File: src/rtl/pipe_ctrl_pkg.sv
// Shared definitions for the pipeline stall/flush scheduler: stage bit
// positions, scheduler states and the fixed stall/flush patterns.
package pipe_ctrl_pkg;

  localparam int NUM_STAGES = 6;

  localparam int STG_PC    = 0;
  localparam int STG_IF_ID = 1;
  localparam int STG_ID_EX = 2;
  localparam int STG_EX_MM = 3;
  localparam int STG_MM_WB = 4;
  localparam int STG_WB    = 5;

  typedef enum logic [1:0] {
    RUN      = 2'd0,
    MEM_WAIT = 2'd1,
    EXE_WAIT = 2'd2,
    TIMEOUT  = 2'd3
  } state_e;

  // Stall holds every register upstream of the stalled stage; the flush
  // inserts a bubble into the first register downstream of it.
  localparam logic [NUM_STAGES-1:0] STALL_MEM      = 6'b011111;
  localparam logic [NUM_STAGES-1:0] FLUSH_MEM      = 6'b100000;
  localparam logic [NUM_STAGES-1:0] STALL_EXE      = 6'b001111;
  localparam logic [NUM_STAGES-1:0] FLUSH_EXE      = 6'b010000;
  localparam logic [NUM_STAGES-1:0] FLUSH_REDIRECT = 6'b001110;
  localparam logic [NUM_STAGES-1:0] STALL_LOADUSE  = 6'b000111;
  localparam logic [NUM_STAGES-1:0] FLUSH_LOADUSE  = 6'b001000;
  localparam logic [NUM_STAGES-1:0] STALL_TIMEOUT  = 6'b000001;
  localparam logic [NUM_STAGES-1:0] FLUSH_TIMEOUT  = 6'b111110;

endpackage

File: src/rtl/pipe_ctrl_if.sv
// Bundle of pipeline hazard requests and the scheduler's stall/flush/redirect
// responses. The scheduler is the slave; the pipeline stages are the master.
interface pipe_ctrl_if #(
  parameter int ADDR_WIDTH = 32,
  parameter int CNT_WIDTH  = 32
);
  logic                  stallreq_id_i;
  logic                  stallreq_exe_i;
  logic                  mem_req_i;
  logic                  mem_ack_i;
  logic                  jump_i;
  logic [ADDR_WIDTH-1:0] jump_addr_i;

  logic [5:0]            stall_o;
  logic [5:0]            flush_o;
  logic [ADDR_WIDTH-1:0] new_pc_o;
  logic                  new_pc_valid_o;
  logic                  bus_err_o;
  logic [CNT_WIDTH-1:0]  stall_cnt_o;
  logic [CNT_WIDTH-1:0]  flush_cnt_o;

  modport slave (
    input  stallreq_id_i, stallreq_exe_i, mem_req_i, mem_ack_i, jump_i, jump_addr_i,
    output stall_o, flush_o, new_pc_o, new_pc_valid_o, bus_err_o, stall_cnt_o, flush_cnt_o
  );

  modport master (
    output stallreq_id_i, stallreq_exe_i, mem_req_i, mem_ack_i, jump_i, jump_addr_i,
    input  stall_o, flush_o, new_pc_o, new_pc_valid_o, bus_err_o, stall_cnt_o, flush_cnt_o
  );
endinterface

File: src/rtl/pipe_ctrl_sat_counter.sv
// Event counter that sticks at all-ones instead of wrapping.
module sat_counter #(
  parameter int WIDTH = 32
) (
  input  logic             clk_i,
  input  logic             rst_i,
  input  logic             inc_i,
  output logic [WIDTH-1:0] count_o
);

  logic [WIDTH-1:0] count_q;

  always_ff @(posedge clk_i or negedge rst_i) begin
    if (!rst_i) begin
      count_q <= '0;
    end else if (inc_i && (count_q != '1)) begin
      count_q <= count_q + WIDTH'(1);
    end
  end

  assign count_o = count_q;

endmodule

File: src/rtl/pipe_ctrl.sv
// Central stall/flush scheduler for the 5-stage pipeline: prioritises hazard
// requests, defers redirects that arrive while stalled, and times out the data bus.
module pipe_ctrl
  import pipe_ctrl_pkg::*;
#(
  parameter int ADDR_WIDTH  = 32,
  parameter int MEM_TIMEOUT = 16,
  parameter int CNT_WIDTH   = 32
) (
  input logic         clk_i,
  input logic         rst_i,
  pipe_ctrl_if.slave  bus
);

  localparam int WCW = $clog2(MEM_TIMEOUT + 1);

  state_e                state_q, state_d;
  logic [WCW-1:0]        wait_q, wait_d;
  logic                  pend_q, pend_d;
  logic [ADDR_WIDTH-1:0] pend_addr_q, pend_addr_d;

  logic                  mem_wait;
  logic                  redirect;
  logic [5:0]            stall;
  logic [5:0]            flush;
  logic                  pc_valid;
  logic                  bus_err;

  always_comb begin
    mem_wait = bus.mem_req_i & ~bus.mem_ack_i;
    redirect = bus.jump_i | pend_q;
    stall    = '0;
    flush    = '0;
    pc_valid = 1'b0;
    bus_err  = 1'b0;
    if (state_q == TIMEOUT) begin
      bus_err = 1'b1;
      stall   = STALL_TIMEOUT;
      flush   = FLUSH_TIMEOUT;
    end else if (mem_wait) begin
      stall = STALL_MEM;
      flush = FLUSH_MEM;
    end else if (bus.stallreq_exe_i) begin
      stall = STALL_EXE;
      flush = FLUSH_EXE;
    end else if (redirect) begin
      // The redirect also squashes any load-use hazard in ID.
      flush    = FLUSH_REDIRECT;
      pc_valid = 1'b1;
    end else if (bus.stallreq_id_i) begin
      stall = STALL_LOADUSE;
      flush = FLUSH_LOADUSE;
    end
  end

  // A jump seen while stalled is parked here until the first free cycle.
  always_comb begin
    pend_d      = pend_q;
    pend_addr_d = pend_addr_q;
    if (state_q == TIMEOUT) begin
      pend_d = 1'b0;
    end else if (pc_valid) begin
      pend_d = 1'b0;
    end else if (bus.jump_i) begin
      pend_d      = 1'b1;
      pend_addr_d = bus.jump_addr_i;
    end
  end

  always_comb begin
    state_d = state_q;
    wait_d  = wait_q;
    case (state_q)
      RUN, EXE_WAIT: begin
        if (mem_wait) begin
          state_d = MEM_WAIT;
          wait_d  = WCW'(1);
        end else if (bus.stallreq_exe_i) begin
          state_d = EXE_WAIT;
        end else begin
          state_d = RUN;
        end
      end
      MEM_WAIT: begin
        if (mem_wait) begin
          if (wait_q == WCW'(MEM_TIMEOUT - 1)) begin
            state_d = TIMEOUT;
          end else begin
            wait_d = wait_q + WCW'(1);
          end
        end else begin
          state_d = bus.stallreq_exe_i ? EXE_WAIT : RUN;
          wait_d  = '0;
        end
      end
      TIMEOUT: begin
        state_d = RUN;
        wait_d  = '0;
      end
      default: begin
        state_d = RUN;
        wait_d  = '0;
      end
    endcase
  end

  always_ff @(posedge clk_i or negedge rst_i) begin
    if (!rst_i) begin
      state_q     <= RUN;
      wait_q      <= '0;
      pend_q      <= 1'b0;
      pend_addr_q <= '0;
    end else begin
      state_q     <= state_d;
      wait_q      <= wait_d;
      pend_q      <= pend_d;
      pend_addr_q <= pend_addr_d;
    end
  end

  // Outputs are forced low while reset is held, even if requests stay asserted.
  assign bus.stall_o        = rst_i ? stall : '0;
  assign bus.flush_o        = rst_i ? flush : '0;
  assign bus.new_pc_valid_o = rst_i & pc_valid;
  assign bus.bus_err_o      = rst_i & bus_err;
  assign bus.new_pc_o       = !rst_i ? '0 : (bus.jump_i ? bus.jump_addr_i : pend_addr_q);

  sat_counter #(.WIDTH(CNT_WIDTH)) u_stall_cnt (
    .clk_i   (clk_i),
    .rst_i   (rst_i),
    .inc_i   (stall[STG_PC]),
    .count_o (bus.stall_cnt_o)
  );

  sat_counter #(.WIDTH(CNT_WIDTH)) u_flush_cnt (
    .clk_i   (clk_i),
    .rst_i   (rst_i),
    .inc_i   (pc_valid),
    .count_o (bus.flush_cnt_o)
  );

endmodule
File: src/flat_wrapper.sv
// flat-port wrapper written by rule: the top's interface ports become plain ports
module pipe_ctrl_flat import pipe_ctrl_pkg::*;
#(
  parameter int ADDR_WIDTH  = 32,
  parameter int MEM_TIMEOUT = 16,
  parameter int CNT_WIDTH   = 32
)
  (clk_i, rst_i, bus_stallreq_id_i, bus_stallreq_exe_i, bus_mem_req_i, bus_mem_ack_i, bus_jump_i, bus_jump_addr_i, bus_stall_o, bus_flush_o, bus_new_pc_o, bus_new_pc_valid_o, bus_bus_err_o, bus_stall_cnt_o, bus_flush_cnt_o);
  pipe_ctrl_if #(.ADDR_WIDTH(ADDR_WIDTH), .CNT_WIDTH(CNT_WIDTH)) bus_i ();
  input logic clk_i;
  input logic rst_i;
  input wire logic [$bits(bus_i.stallreq_id_i)-1:0] bus_stallreq_id_i;
  input wire logic [$bits(bus_i.stallreq_exe_i)-1:0] bus_stallreq_exe_i;
  input wire logic [$bits(bus_i.mem_req_i)-1:0] bus_mem_req_i;
  input wire logic [$bits(bus_i.mem_ack_i)-1:0] bus_mem_ack_i;
  input wire logic [$bits(bus_i.jump_i)-1:0] bus_jump_i;
  input wire logic [$bits(bus_i.jump_addr_i)-1:0] bus_jump_addr_i;
  output wire logic [$bits(bus_i.stall_o)-1:0] bus_stall_o;
  output wire logic [$bits(bus_i.flush_o)-1:0] bus_flush_o;
  output wire logic [$bits(bus_i.new_pc_o)-1:0] bus_new_pc_o;
  output wire logic [$bits(bus_i.new_pc_valid_o)-1:0] bus_new_pc_valid_o;
  output wire logic [$bits(bus_i.bus_err_o)-1:0] bus_bus_err_o;
  output wire logic [$bits(bus_i.stall_cnt_o)-1:0] bus_stall_cnt_o;
  output wire logic [$bits(bus_i.flush_cnt_o)-1:0] bus_flush_cnt_o;
  assign bus_i.stallreq_id_i = bus_stallreq_id_i;
  assign bus_i.stallreq_exe_i = bus_stallreq_exe_i;
  assign bus_i.mem_req_i = bus_mem_req_i;
  assign bus_i.mem_ack_i = bus_mem_ack_i;
  assign bus_i.jump_i = bus_jump_i;
  assign bus_i.jump_addr_i = bus_jump_addr_i;
  assign bus_stall_o = bus_i.stall_o;
  assign bus_flush_o = bus_i.flush_o;
  assign bus_new_pc_o = bus_i.new_pc_o;
  assign bus_new_pc_valid_o = bus_i.new_pc_valid_o;
  assign bus_bus_err_o = bus_i.bus_err_o;
  assign bus_stall_cnt_o = bus_i.stall_cnt_o;
  assign bus_flush_cnt_o = bus_i.flush_cnt_o;
  pipe_ctrl #(.ADDR_WIDTH(ADDR_WIDTH), .MEM_TIMEOUT(MEM_TIMEOUT), .CNT_WIDTH(CNT_WIDTH)) u_core (.clk_i(clk_i), .rst_i(rst_i), .bus(bus_i));
endmodule
File: config.mk
export PLATFORM = sky130hd
export DESIGN_NAME = pipe_ctrl_flat
export DESIGN_NICKNAME = d
export VERILOG_FILES = /design/src/rtl/pipe_ctrl_pkg.sv /design/src/rtl/pipe_ctrl_if.sv /design/src/rtl/pipe_ctrl_sat_counter.sv /design/src/rtl/pipe_ctrl.sv /design/src/flat_wrapper.sv
export SDC_FILE = /design/constraint.sdc
export NUM_CORES = 1
export LEC_CHECK = 0
export ABC_AREA = 1
export CELL_PAD_IN_SITES_DETAIL_PLACEMENT = 1
export CELL_PAD_IN_SITES_GLOBAL_PLACEMENT = 1
export CORE_UTILIZATION = 39
export DETAILED_ROUTE_END_ITERATION = 8
export GPL_TIMING_DRIVEN = 0
export PLACE_DENSITY = 0.9
export SLEW_MARGIN = 20
export SYNTH_ARGS = -nofsm -noshare
export SYNTH_HDL_FRONTEND = slang
export SYNTH_HIERARCHICAL = 1
export SYNTH_SLANG_ARGS = --single-unit
File: constraint.sdc
create_clock -name clk_i -period 3 [get_ports clk_i]
set_input_delay 0.45 -clock clk_i [delete_from_list [all_inputs] [get_ports clk_i]]
set_output_delay 0.45 -clock clk_i [all_outputs]
set_load 0.01 [all_outputs]
; Yosys cells after proc, flatten, opt, wreduce, memory -nomap -nowiden
; Cells that the tools add are included.
[word_totals]
in_bits = 39
output_inout_bits = 110
register_bits = 104
[op_classes]
reduce_logical = 7
addsub = 3
bitwise = 7
n_eq_ne = 9
mux = 31
[op_table]
columns = op, n
row1 = "adder 32 x 1 -> 32 bit, second input constant", 2
row2 = two-way mux 32 bit, 2
row3 = "!= test 32 bit, second input constant", 2
row4 = two-way mux 6 bit, 10
row5 = two-way mux 5 bit, 3
row6 = case mux 5 bit (3 select lines), 1
row7 = two-way mux 1 bit, 8
row8 = two-way mux 2 bit, 4
row9 = "!= test 3 bit, second input constant", 2
row10 = case mux 2 bit (3 select lines), 1
row11 = "adder 5 x 1 -> 5 bit, second input constant", 1
row12 = "== test 5 x 4 -> 1 bit, second input constant", 1
row13 = "== test 2 bit, second input constant", 2
row14 = two-way mux 4 bit, 1
row15 = AND reduction 2 bit, 2
row16 = AND 1 bit, 3
row17 = two-way mux 3 bit, 1
row18 = inverter 1 bit, 3
row19 = nonzero test 3 bit, 1
row20 = "== test 2 x 1 -> 1 bit, second input constant", 1
row21 = logical AND 1 bit, 2
row22 = zero test 2 bit, 1
row23 = "!= test 2 x 1 -> 1 bit, second input constant", 1
row24 = OR reduction 2 bit, 1
row25 = OR 1 bit, 1

; Longest topological paths before layout
[depth]
word_depth = 7
mapped_depth = 12
ltp_nobuf = 12

; Cells and area by module
; Netlist, hierarchy kept.
[by_module_without_submodules]
columns = module, instances, cells_each, seq_area_each_um2, area_per_inst_um2
row1 = sat_counter, 2, 333, 800.8, 2190.9
row2 = pipe_ctrl, 1, 262, 1001.0, 2298.5

; Worst setup path after synthesis
; No wires, ideal clock.
[synth_timing]
path_kind = input-to-reg
startpoint = input port bus_jump_i
endpoint = register u_core.u_stall_cnt.count_q[26] (netlist: u_core/u_stall_cnt/count_o[26])
arrival_time_ns = 2.099
cell_stages = 11
path_slack_ns = 0.784
setup_ns = 0.117
t_required_ns = 2.883
cell_sequence = buf_2 > or2_4 > o21ai_0 > or2_2 > inv_1 > nor2_1 > nand2_1 > nor2_1 > nand3_1 > nand2_1 > nand2_1
[synth_between]
elab_chain_len = 6
[synth_rtl]
columns = item, line
row1 = start: declaration, flat_wrapper.sv:16  ; input wire logic [$bits(bus_i.jump_i)-1:0] bus_jump_i;
row2 = OR 1 bit, pipe_ctrl.sv:31  ; redirect = bus.jump_i | pend_q;
row3 = two-way mux 6 bit, pipe_ctrl.sv:46  ; end else if (redirect) begin
row4 = two-way mux 6 bit, pipe_ctrl.sv:43  ; end else if (bus.stallreq_exe_i) begin
row5 = two-way mux 6 bit, pipe_ctrl.sv:40  ; end else if (mem_wait) begin
row6 = two-way mux 6 bit, pipe_ctrl.sv:36  ; if (state_q == TIMEOUT) begin
row7 = via u_core.stall[0], pipe_ctrl.sv:24  ; logic [5:0] stall;
row8 = logical AND 1 bit, pipe_ctrl_sat_counter.sv:16  ; end else if (inc_i && (count_q != '1)) begin
row9 = end signal: assignment, pipe_ctrl_sat_counter.sv:17  ; count_q <= count_q + WIDTH'(1);
row10 = end: declaration, pipe_ctrl_sat_counter.sv:11  ; logic [WIDTH-1:0] count_q;
; The timed path passes the listed nets, and every way through them passes these cells.
; A chain may end at the register's enable or synchronous reset.

; Final worst setup path
[layout_timing]
startpoint = input port bus_mem_req_i
endpoint = output port bus_flush_o[2]
[layout_between]
elab_chain_len = 4
[layout_rtl]
columns = item, line
row1 = start: declaration, flat_wrapper.sv:14  ; input wire logic [$bits(bus_i.mem_req_i)-1:0] bus_mem_req_i;
row2 = AND 1 bit, pipe_ctrl.sv:30  ; mem_wait = bus.mem_req_i & ~bus.mem_ack_i;
row3 = two-way mux 6 bit, pipe_ctrl.sv:40
row4 = two-way mux 6 bit, pipe_ctrl.sv:36
row5 = two-way mux 6 bit, pipe_ctrl.sv:123  ; assign bus.flush_o = rst_i ? flush : '0;
row6 = end: declaration, flat_wrapper.sv:19  ; output wire logic [$bits(bus_i.flush_o)-1:0] bus_flush_o;
; Every way passes these cells.

==> results.toml <==
[outcome]
status = "finished, final reports clean"

[routing]
wire_per_inst_um = 16.0
post_drt_via_cell_ratio = 5.11
ant_nets = 0
vias = 6706
drc = 0
drtIter0Drc = 317
dr.pass1.iters = 5
routed_wl_mm = 21.0

[finish]
diodes = 0
fillers = 2123
nNetsFinal = 1130
final_util = 0.526
area.growth.synth_to_final_pct = 30.9
fin_area_mm2 = 0.00875
drive_gt1_frac = 0.103

[global_route]
grt_pass1_vias = 6738
grt_pass1_wl_mm = 34.4
grt_max_degree = 65
grtUsageTotal = 0.245
antenna_found_initial = 0
gr-total-overflow = 0

[die]
rows = 47
die_h_um = 133
die_area_mm2 = 0.0177
pin_count = 149
core_area_mm2 = 0.0166
start_util = 0.401
dieWidth_um = 133

[yosys]
synth_area_mm2 = 0.00668
syn_avg_cell_area_um2 = 7.20
ys_ff_latch = 104
syn_inst = 928
ys.flop_type = "dfrtp_1"
yosysSeqAreaShare = 0.390
synth_common_cells = "nand2_1, nor2_1, dfrtp_1"
synthTopCellsByArea = "dfrtp_1, nand2_1, nor2_1, mux2i_1, inv_1"
yosysWarnings = 6
yosys.cell_types.count = 36
synth_top_area_share = 0.390
yosysTopAreaCell = "dfrtp_1"
ys_async_sr_fraction = 1.00
yosysMostFrequentCell = "nand2_1"
synth-edff-count = 0

[clocking]
clock_latency_ps = 350
numCtsBuffers = 9
root_buffer = "clkbuf_16"
cts_sinks = 104
cts.htree.levels = 3
cts.clk_slew.worst_paths_ps = 70
cts_max_path_buffers = 2
cts_tree = "yes"

[worst_setup_path]
r2r-start = "u_core/pend_q"
cp.required_ps = 2550
cp.arrival_ps = 2470
criticalPathCategory = "input pin to output port"
path_max_fanout = 11
end_kind = "output port"
critPathLaunchType = "input pin"
crit_start = "bus_mem_req_i"

[pwr]
p_per_area_mw_per_mm2 = 431
peakVddDrop_mv = 0.319
p_leak_nw = 3.78
power_mw = 3.77

[timing]
period_share = 0.972
fmax_mhz = 343
fin_skew_ps = 5.05
setup_viol_count_final = 0
finalHoldViolations = 0
tightest_slew_ps = 682
drv_slew = 0
period_needed_ps = 2920
fin_hold_ws_ps = 46.8
max_slew_margin = 0.541

[hold_path]
hold_class = "input pin to asynchronous set/reset pin"

[place]
io_buffers = 145
placed_cell_area_mm2 = 0.00844
place.gp.congestion = 0.861
hpwl_mm = 16.1

[flow_run]
drv_cap = 0
layout by cell type (no fill, tap or decap), drive strengths merged:
cell type      instances
clkinv                 4
nand4                 22
xnor2                 14
inv                   73
clkinvlp               1
ha                     4
a21oi                  4
a211oi                 1
nand3                 52
clkdlybuf4s50        144
dlygate4sd3            1
nor3                   2
o21ai                 43
dfrtp                104
mux2i                 32
nand3b                16
xor2                   2
buf                   27
nand2                361
clkbuf                13
o31ai                  1
o21bai                 2
nor2                 164
or2                    3
conb                   2
final cells by class:
cell class / count / area (µm²) / area share
Buffer: 27 / 241 / 0.0276
Clock buffer: 10 / 229 / 0.0262
Clock inverter: 6 / 43.8 / 0.00501
Inverter: 72 / 272 / 0.0310
Multi-Input combinational cell: 725 / 3570 / 0.408
Sequential cell: 104 / 2600 / 0.298
Tap cell: 220 / 275 / 0.0315
Timing Repair Buffer: 148 / 1510 / 0.173
worst paths after layout:
check                                                       to  slack (ps)  cells after the start
worst max-delay path                            bus_flush_o[2]          80                     10
worst min-delay path             u_core/u_stall_cnt/count_o[6]          50                      2
worst max register to register  u_core/u_stall_cnt/count_o[22]         480                     10
worst min register to register          u_core/pend_addr_q[18]         480                      2
max in group asynchronous        u_core/u_stall_cnt/count_o[1]        1960                      2
min in group clk_i                      u_core/pend_addr_q[18]         480                      2
logic make-up after synthesis:
group / after synthesis / share of synthesized area
other cells: 1 / 0.000561
compound gates: 51 / 0.0538
fa+ha+maj: 4 / 0.00749
simple gates: 620 / 0.402
xor+xnor: 16 / 0.0210
flops: 104 / 0.390
buf+inv: 100 / 0.0774
mux: 32 / 0.0479
what timing repair did:
action,in CTS,in global routing
resized for setup,2,2
setup endpoints to repair,36,5
hold buffers,2,0
cloned,0,0
endpoints found under the hold margin,12,0
setup buffers,0,0
metrics by stage:
stage / setup TNS [ps] / instances / worst slack (ps)
2_1_floorplan: 0 / 929 / 784
3_3_place_gp: -517420 / 1294 / -5220
3_5_place_dp: -6440 / 1295 / -281
4_1_cts: 0 / 1312 / 47.2
5_1_grt: -10.5 / 1312 / -10.5
6_report: 0 / 1312 / 82.8
flip-flops by register name (all words and copies together), names as in the netlist:
signal,count
u_core/u_stall_cnt/count_o,32
u_core/wait_q,5
u_core/state_q,2
u_core/u_flush_cnt/count_o,32
u_core/pend_addr_q,32
u_core/pend_q,1
worst max-delay path, cell delays in order:
cell             delay [ps]
clkdlybuf4s50_1         450
inv_1                    80
nor2_2                   60
nor2_4                  190
nand2_4                 100
nand2_2                 240
nand2_1                 110
inv_1                   140
buf_4                   130
clkdlybuf4s50_1         520
power breakdown:
group / internal (mW) / total [mW] / switching [mW]
combinational: 0.454 / 0.920 / 0.466
sequential: 1.55 / 1.71 / 0.159
clock: 0.569 / 1.14 / 0.570
total: 2.58 / 3.77 / 1.20
layer usage:
| layer | GRT usage | up-vias | wire, µm |
|---|---|---|---|
| met1 | 0.325 | 3265 | 9510 |
| met5 | 0 | - | 0 |
| met3 | 0.0284 | 21 | 986 |
| met2 | 0.414 | 170 | 10200 |
| met4 | 0.0779 | 0 | 306 |
| li1 | - | 3250 | - |
No activity file was read; power rests on OpenSTA's default activity.
